**config.mk**
```make
export PLATFORM = sky130hd
export DESIGN_NAME = pixel_writer
export DESIGN_NICKNAME = d
export VERILOG_FILES = /design/src/rtl/pixel_writer.sv
export SDC_FILE = /design/constraint.sdc
export NUM_CORES = 1
export LEC_CHECK = 0
export ABC_AREA = 1
export CAP_MARGIN = 0
export CORE_AREA = 2 2 119 98
export DETAILED_ROUTE_END_ITERATION = 12
export DIE_AREA = 0 0 121 100
export PLACE_DENSITY = 0.76
export SYNTH_ARGS = -nofsm -noshare
export SYNTH_HDL_FRONTEND = slang
export SYNTH_SLANG_ARGS = --single-unit
```
**constraint.sdc**
```tcl
create_clock -name clk -period 4.1 [get_ports clk]
set_clock_uncertainty 0.2 [all_clocks]
set_input_delay 0.41 -clock clk [delete_from_list [all_inputs] [get_ports clk]]
set_output_delay 0.41 -clock clk [all_outputs]
set_load 0.03 [all_outputs]
```
**src/rtl/pixel_writer.sv**
```systemverilog
// pixel_writer: accepts render-stage pixels, converts (x,y) to a linear
// frame-memory address, buffers them in a small FIFO and drains them to
// frame memory through a registered write/ack handshake.
module pixel_writer #(
  parameter int DEPTH  = 4,
  parameter int XWIDTH = 320,
  parameter int YWIDTH = 240
) (
  input  logic        clk,
  input  logic        n_rst,
  input  logic [8:0]  x,
  input  logic [7:0]  y,
  input  logic        enable,
  input  logic [7:0]  color,
  input  logic        mem_ack,
  input  logic        flag_clr,
  output logic [16:0] mem_addr,
  output logic [7:0]  mem_wdata,
  output logic        mem_wen,
  output logic        full,
  output logic        busy,
  output logic        overflow,
  output logic        oob
);

  localparam int PTR_W = (DEPTH > 1) ? $clog2(DEPTH) : 1;
  localparam int CNT_W = PTR_W + 1;
  localparam logic [CNT_W-1:0] DEPTH_C = CNT_W'(DEPTH);
  localparam logic [9:0]  XLIM = 10'(XWIDTH);
  localparam logic [8:0]  YLIM = 9'(YWIDTH);
  localparam logic [16:0] XW17 = 17'(XWIDTH);

  typedef enum logic {IDLE, WRITE} state_e;

  // FIFO entry layout: {address[16:0], color[7:0]}
  logic [24:0] fifo_mem [DEPTH];

  logic [PTR_W-1:0] wr_ptr_q, wr_ptr_d;
  logic [PTR_W-1:0] rd_ptr_q, rd_ptr_d;
  logic [CNT_W-1:0] count_q, count_d;
  logic             overflow_q, overflow_d;
  logic             oob_q, oob_d;

  state_e           state_q, state_d;
  logic [16:0]      mem_addr_q, mem_addr_d;
  logic [7:0]       mem_wdata_q, mem_wdata_d;
  logic             mem_wen_q, mem_wen_d;

  logic             in_frame;
  logic             push;
  logic             pop;
  logic [16:0]      push_addr;
  logic [24:0]      head;

  // Frame bounds check and linear address, both evaluated at push time.
  assign in_frame  = ({1'b0, x} < XLIM) && ({1'b0, y} < YLIM);
  assign push_addr = 17'(y) * XW17 + 17'(x);

  // Status flags are derived from registered state only.
  assign full = (count_q == DEPTH_C);
  assign busy = (count_q != '0) | mem_wen_q;

  // A full FIFO refuses pixels even when a pop happens on the same edge.
  assign push = enable & in_frame & ~full;
  assign head = fifo_mem[rd_ptr_q];

  assign mem_addr  = mem_addr_q;
  assign mem_wdata = mem_wdata_q;
  assign mem_wen   = mem_wen_q;
  assign overflow  = overflow_q;
  assign oob       = oob_q;

  // FIFO storage: written at the tail, no reset needed on contents.
  always_ff @(posedge clk) begin
    if (push) begin
      fifo_mem[wr_ptr_q] <= {push_addr, color};
    end
  end

  // Next-state for FSM and memory-side output registers; pops the head.
  always_comb begin
    state_d     = state_q;
    mem_addr_d  = mem_addr_q;
    mem_wdata_d = mem_wdata_q;
    mem_wen_d   = mem_wen_q;
    pop         = 1'b0;
    case (state_q)
      IDLE: begin
        // mem_ack is meaningless here; only queued pixels start a write
        if (count_q != '0) begin
          mem_addr_d  = head[24:8];
          mem_wdata_d = head[7:0];
          mem_wen_d   = 1'b1;
          pop         = 1'b1;
          state_d     = WRITE;
        end
      end
      WRITE: begin
        if (mem_ack) begin
          if (count_q != '0) begin
            // back-to-back: next pixel goes out on the cycle after the ack
            mem_addr_d  = head[24:8];
            mem_wdata_d = head[7:0];
            mem_wen_d   = 1'b1;
            pop         = 1'b1;
          end else begin
            // address/data keep their last value once the queue drains
            mem_wen_d = 1'b0;
            state_d   = IDLE;
          end
        end
      end
      default: begin
        state_d   = IDLE;
        mem_wen_d = 1'b0;
      end
    endcase
  end

  // Next-state for FIFO pointers, occupancy and sticky error flags.
  always_comb begin
    wr_ptr_d = push ? wr_ptr_q + PTR_W'(1) : wr_ptr_q;
    rd_ptr_d = pop  ? rd_ptr_q + PTR_W'(1) : rd_ptr_q;
    count_d  = count_q;
    case ({push, pop})
      2'b10:   count_d = count_q + CNT_W'(1);
      2'b01:   count_d = count_q - CNT_W'(1);
      default: count_d = count_q;
    endcase
    // a new error event on the clearing edge keeps the flag set
    overflow_d = (overflow_q & ~flag_clr) | (enable & in_frame & full);
    oob_d      = (oob_q & ~flag_clr) | (enable & ~in_frame);
  end

  // FSM and write-port registers.
  always_ff @(posedge clk or negedge n_rst) begin
    if (!n_rst) begin
      state_q     <= IDLE;
      mem_addr_q  <= '0;
      mem_wdata_q <= '0;
      mem_wen_q   <= 1'b0;
    end else begin
      state_q     <= state_d;
      mem_addr_q  <= mem_addr_d;
      mem_wdata_q <= mem_wdata_d;
      mem_wen_q   <= mem_wen_d;
    end
  end

  // FIFO control and flag registers.
  always_ff @(posedge clk or negedge n_rst) begin
    if (!n_rst) begin
      wr_ptr_q   <= '0;
      rd_ptr_q   <= '0;
      count_q    <= '0;
      overflow_q <= 1'b0;
      oob_q      <= 1'b0;
    end else begin
      wr_ptr_q   <= wr_ptr_d;
      rd_ptr_q   <= rd_ptr_d;
      count_q    <= count_d;
      overflow_q <= overflow_d;
      oob_q      <= oob_d;
    end
  end

endmodule

```
==> impl_metrics.py, run 1 <==
metrics = {
    "timing": {
        "setup_viol": 0,
        "timing.fmax_ghz": 0.360,
        "max_slew_margin_pct": 24.0,
        "tns_ns": 0,
        "slew_viol_final": 0,
        "tightest_slew_ns": 1.14,
        "finalHoldViolations": 0,
        "post-route-min-period_ns": 2.77,
        "min_period_over_period_pct": 67.7,
        "rsz0062_at_grt": "false",
    },
    "pwr": {
        "power_frac_clock_pct": 29.3,
        "intPower_w": 0.00341,
        "p_switching_w": 0.00188,
        "p_leak_nw": 2.76,
        "comb_power_share_pct": 32.9,
        "peakVddDrop_uv": 376,
        "netSwitchingFraction_pct": 35.5,
        "total_power_w": 0.00528,
        "power_frac_seq_pct": 37.8,
        "p_per_area_nw_per_um2": 738,
    },
    "cells_and_area": {
        "instances_no_fill": 735,
        "nNetsFinal": 627,
        "final_cell_mix": "nor2_1 (135), edfxtp_1 (100), clkdlybuf4s50_1 (58)",
        "fillers": 809,
        "seqCellArea_um2": 3900,
        "antenna_cells": 0,
        "drive_gt1_share_pct": 8.86,
        "layout_commonest_cell": "nor2_1",
        "multi_input_area_um2": 1700,
        "syn2layout_area_growth_pct": 22.9,
    },
    "global_route": {
        "antenna_found_initial": 0,
        "grt_first_pass_wirelength_um": 19000,
        "grt_max_degree": 53,
        "grt-ovfl-total": 0,
        "track_usage_pct": 20.8,
        "first_global_vias": 3884,
    },
    "run": {
        "cap_violations": 0,
    },
    "worst_setup_path": {
        "worst-path-buf-inv": 3,
        "cp.arrival_ns": 2.86,
        "reg2reg_slack_ns": 1.60,
        "worstSetupPathType": "in -> reg",
        "crit_required_ns": 4.19,
        "reg2reg_to": "count_q[2]",
        "crit_path_cell_trace": "clkdlybuf4s50_1, nand2_1, o21ai_0, inv_1, nand3b_2, ha_1, inv_1, fa_1, a21oi_1, o21ai_0, xor2_1",
        "critPathTopFamily": "buffers and inverters",
        "slowest_delay_ns": 0.54,
        "cp_slowest_cell": "clkdlybuf4s50_1",
        "cp_max_fo": 8,
        "cp-start-kind": "input port",
        "r2r_cells": 8,
        "rr_startpoint": "count_q[1]",
        "endpoint_kind": "flop",
    },
    "placement": {
        "port-buffer-count": 59,
        "numPlacedInstances": 702,
        "dp_hpwl_um": 6920,
        "place.gp.congestion": 0.802,
    },
    "clock_network": {
        "cts_root_buf": "clkbuf_16",
        "cts_buffer_depth": 2,
        "cts_buffers": 17,
        "clock-sinks": 136,
        "cts_tree": "yes",
        "cts.repair.resized": 0,
        "clkLatencyLatePin_ns": 0.42,
        "htreeDepth": 4,
        "cts.clk_slew.worst_paths_ns": 0.06,
    },
    "synthesis": {
        "yosysWarnings": 0,
        "ys_seq_area_share_pct": 67.0,
        "ys_seq_elements": 136,
        "async_reset_ff_share_pct": 26.5,
        "syn_inst": 510,
        "synthFlopType": "edfxtp_1",
        "synth_cell_types": 29,
        "synth-edff-count": 100,
        "synth_fp_nets": 563,
        "syn-cell-area_um2": 5830,
        "syn_area_per_cell_um2": 11.4,
    },
    "route": {
        "ant_nets": 0,
        "drt_iter0_markers": 279,
        "first_pass_iters": 4,
        "viasPerCell": 5.27,
        "remaining_drc_errors": 0,
        "finalWirelength_um": 11600,
        "wire_per_inst_um": 15.8,
        "num_vias": 3874,
    },
    "die": {
        "ioPinCount": 60,
        "die_area_um2": 12100,
        "die_h_um": 100,
        "core_um2": 11100,
        "rows": 35,
        "start_util_pct": 52.6,
        "fp.dieW_um": 121,
    },
    "run_status": {
        "outcome": "complete, no violations",
    },
    "worst_hold_path": {
        "min_to": "mem_wen",
        "hold_class": "reg -> reg",
        "min-delay-start": "mem_wen",
        "hold_depth": 2,
    },
}
[stage by stage]
stage	hold WS [ns]	util [%]	cell area, µm²	setup slack [ns]
after floorplan	-0.0856	-	5830	1.33
after global placement	0.279	59.1	6550	0.996
after detailed placement	0.281	59.1	6550	0.927
after CTS	0.296	64.7	7160	1.33
after global routing	0.319	64.7	7160	1.12
final	0.290	64.7	7160	1.33
[cells in the mapped netlist, types with 4 or more instances]
library cell / count / area [µm²]
o21ai_1: 4 / 20.0
a21oi_1: 5 / 25.0
buf_4: 4 / 30.0
ha_1: 20 / 250
dfrtp_1: 36 / 901
clkbuf_1: 7 / 26.3
nor2_1: 139 / 522
o21ai_0: 53 / 265
inv_1: 32 / 120
edfxtp_1: 100 / 3000
buf_2: 10 / 50.1
nand2_1: 34 / 128
nand3_1: 9 / 45.0
a31oi_1: 25 / 156
xor2_1: 8 / 70.1
[area by class of cell]
cell class              instances  share of cell area [%]
repair buffers                 66                    8.94
multi-input cells             318                    23.7
well taps                     148                    2.59
flip-flops and latches        136                    54.5
clock buffers                  19                    6.04
inverters                      35                    1.83
clock inverters                13                    2.38
[power by group through the flow]
stage                     combinational (W)  sequential [W]  clock, W
after floorplan                    0.000958         0.00221         0
after global placement              0.00168         0.00201         0
after detailed placement            0.00172         0.00203         0
after CTS                           0.00176         0.00201   0.00156
after global routing                0.00193         0.00204   0.00163
final                               0.00174         0.00200   0.00155
[what timing repair did]
| item | CTS | global route |
|---|---|---|
| hold endpoints to repair | 36 | 0 |
| buffers inserted | 0 | 0 |
| hold buffers | 1 | 0 |
[per-layer routing]
| layer | up-vias | part of all wire, % | GRT usage, % | wire (µm) |
|---|---|---|---|---|
| met3 | 12 | 5.2 | 6.25 | 604 |
| li1 | 1887 | - | - | - |
| met4 | 0 | 1.3 | 6.98 | 156 |
| met1 | 1862 | 44 | 27.0 | 5100 |
| met5 | - | 0 | 0 | 0 |
| met2 | 113 | 50 | 34.0 | 5780 |
[registers in the layout, summed over array words and instances (netlist names)]
signal     flops
rd_ptr_q       2
mem_wdata      8
oob            1
fifo_mem     100
mem_wen        1
count_q        3
mem_addr      17
wr_ptr_q       2
overflow       1
state_q        1
[worst register-to-register path: stages, from the launching register on]
cell	delay, ns
dfrtp_1	0.40
nor3_1	0.41
nand3b_2	0.33
ha_1	0.20
inv_1	0.07
fa_1	0.37
a21oi_1	0.14
o21ai_0	0.10
xor2_1	0.15
[logic make-up (layout without fill, tap and decap cells)]
logic type | after synthesis | in the layout | share of synthesized area, %
adder cells (fa/ha/maj) | 23 | 23 | 5.32
XOR/XNOR | 11 | 11 | 1.65
AO/OA/AOI/OAI | 90 | 90 | 8.41
buffers and inverters | 56 | 133 | 4.08
AND/OR/NAND/NOR | 194 | 194 | 13.6
flip-flops | 136 | 136 | 67.0
[worst max-delay path by stage]
| stage | startpoint | to | cells past startpoint |
|---|---|---|---|
| 3_5_place_dp | y[7] | count_q[2] | 11 |
| 5_1_grt | y[7] | count_q[2] | 11 |
| 4_1_cts | x[7] | fifo_mem[2][19] | 7 |
| 6_report | y[7] | count_q[2] | 11 |
| 3_3_place_gp | y[1] | fifo_mem[0][23] | 11 |
| 2_1_floorplan | count_q[0] | count_q[2] | 8 |
No activity file was read; power rests on OpenSTA's default activity.
==> run 2: changes to the inputs <==
==> constraint.sdc (replaced) <==
create_clock -name clk -period 2.72 [get_ports clk]
set_clock_uncertainty 0.2 [all_clocks]
set_input_delay 0.272 -clock clk [delete_from_list [all_inputs] [get_ports clk]]
set_output_delay 0.272 -clock clk [all_outputs]
set_load 0.03 [all_outputs]
==> impl_metrics.py, run 2 (synthesized netlist as in run 1, its figures left out) <==
metrics = {
    "run_status": {
        "outcome": "complete, no violations",
    },
    "cells_and_area": {
        "drive_gt1_share_pct": 12.3,
        "largest_reg_flops": 100,
        "final_cell_mix": "nor2_1 (134), edfxtp_1 (100), clkdlybuf4s50_1 (58)",
        "antenna_cells": 0,
        "layout_commonest_cell": "nor2_1",
        "syn2layout_area_growth_pct": 25.9,
        "instances_no_fill": 757,
        "nNetsFinal": 649,
        "fillers": 777,
        "regMostFlops": "fifo_mem",
    },
    "die": {
        "core_um2": 11100,
        "ioPinCount": 60,
        "die_area_um2": 12100,
        "fp.dieW_um": 121,
        "rows": 35,
        "start_util_pct": 52.6,
        "die_h_um": 100,
    },
    "placement": {
        "dp_hpwl_um": 7130,
        "place_ws_ns": -0.231,
        "port-buffer-count": 59,
        "place.gp.congestion": 0.815,
        "numPlacedInstances": 724,
    },
    "pwr": {
        "p_leak_nw": 2.85,
        "peakVddDrop_uv": 493,
        "p_per_area_nw_per_um2": 1070,
        "total_power_w": 0.00786,
    },
    "timing": {
        "timing.final.ws_setup_ns": 0.189,
        "slew_viol_final": 0,
        "min_period_over_period_pct": 93.0,
        "tns_ns": 0,
        "max_slew_margin_pct": 40.3,
        "timing.fmax_ghz": 0.395,
        "rsz0062_at_grt": "false",
        "tightest_slew_ns": 0.895,
        "post-route-min-period_ns": 2.53,
        "setup_viol": 0,
        "hold_ws_ns": 0.267,
        "finalHoldViolations": 0,
    },
    "clock_network": {
        "cts.clk_slew.worst_paths_ns": 0.06,
        "clkLatencyLatePin_ns": 0.41,
        "cts_tree": "yes",
        "cts_buffers": 17,
        "clock-sinks": 136,
        "htreeDepth": 4,
        "cts_root_buf": "clkbuf_16",
        "cts_buffer_depth": 2,
        "cts_setup_buffers": 0,
    },
    "worst_setup_path": {
        "rr_startpoint": "count_q[1]",
        "crit_path_cell_trace": "clkdlybuf4s50_1, nand2_1, o21ai_0, buf_4, inv_1, nand3b_2, ha_1, inv_1, fa_1, a21oi_1, o21ai_0, xor2_1",
        "endpoint_kind": "flop",
        "cp_slowest_cell": "clkdlybuf4s50_1",
        "cp_max_fo": 5,
        "cp-start-kind": "input port",
        "cp.depth": 12,
        "r2r_cells": 8,
        "worstSetupPathType": "in -> reg",
        "worst-path-buf-inv": 4,
        "endpoint": "count_q[2]",
        "reg2reg_slack_ns": 0.57,
        "crit_required_ns": 2.81,
        "slowest_delay_ns": 0.55,
        "reg2reg_to": "count_q[2]",
        "cp.arrival_ns": 2.62,
        "startpoint": "y[7]",
        "critPathTopFamily": "buffers and inverters",
    },
    "run": {
        "cap_violations": 0,
    },
    "route": {
        "finalWirelength_um": 11700,
        "first_pass_iters": 5,
        "remaining_drc_errors": 0,
        "drt_iter0_markers": 303,
        "ant_nets": 0,
        "wire_per_inst_um": 15.4,
        "num_vias": 4006,
        "viasPerCell": 5.29,
    },
    "global_route": {
        "grt-ovfl-total": 0,
        "first_global_vias": 4011,
        "grt_max_degree": 52,
        "track_usage_pct": 20.7,
        "grt_first_pass_wirelength_um": 19000,
        "antenna_found_initial": 0,
    },
    "worst_hold_path": {
        "hold_class": "in -> reg",
    },
}
## run 2: cell type report
| type | count | area, µm² | share of cell area [%] |
|---|---|---|---|
| clock buffer | 19 | 433 | 5.90 |
| sequential | 136 | 3900 | 53.2 |
| inverter | 35 | 131 | 1.79 |
| clock inverter | 13 | 124 | 1.69 |
| timing repair buffer | 88 | 856 | 11.7 |
| tap | 148 | 185 | 2.52 |
| multi-input combinational | 318 | 1710 | 23.3 |
## run 2: worst min path at each step
stage,cells past startpoint,start,slack [ns],endpoint
after global placement,1,n_rst,0.25,overflow
after detailed placement,1,n_rst,0.25,mem_wen
after floorplan,0,n_rst,-0.22,count_q[0]
final,2,flag_clr,0.27,oob
after global routing,2,flag_clr,0.29,oob
after CTS,2,flag_clr,0.26,oob
## run 2: report_power, final
part / switching (W) / internal [W]
logic: 0.00176 / 0.00104
registers: 0.000202 / 0.00274
clock network: 0.000865 / 0.00126
total: 0.00282 / 0.00504
## run 2: per-layer routing
metal	wire length, µm	global-route usage (%)	vias to the layer above
li1	-	-	1926
met1	4890	25.5	1926
met2	5930	35.8	133
met3	665	5.11	21
met4	170	7.25	0
met5	0	0	-
## run 2: timing repair
item                                    4_1_cts  5_1_grt
endpoints found under the setup margin        0        4
hold buffers                                  1        0
endpoints found under the hold margin        36        0
gates resized for setup                       0        1
## run 2: stage by stage
stage               cell area (µm²)  utilization [%]
floorplan                      5840                -
global placement               6770             61.1
detailed placement             6770             61.1
CTS                            7340             66.2
global route                   7340             66.2
finish                         7340             66.2
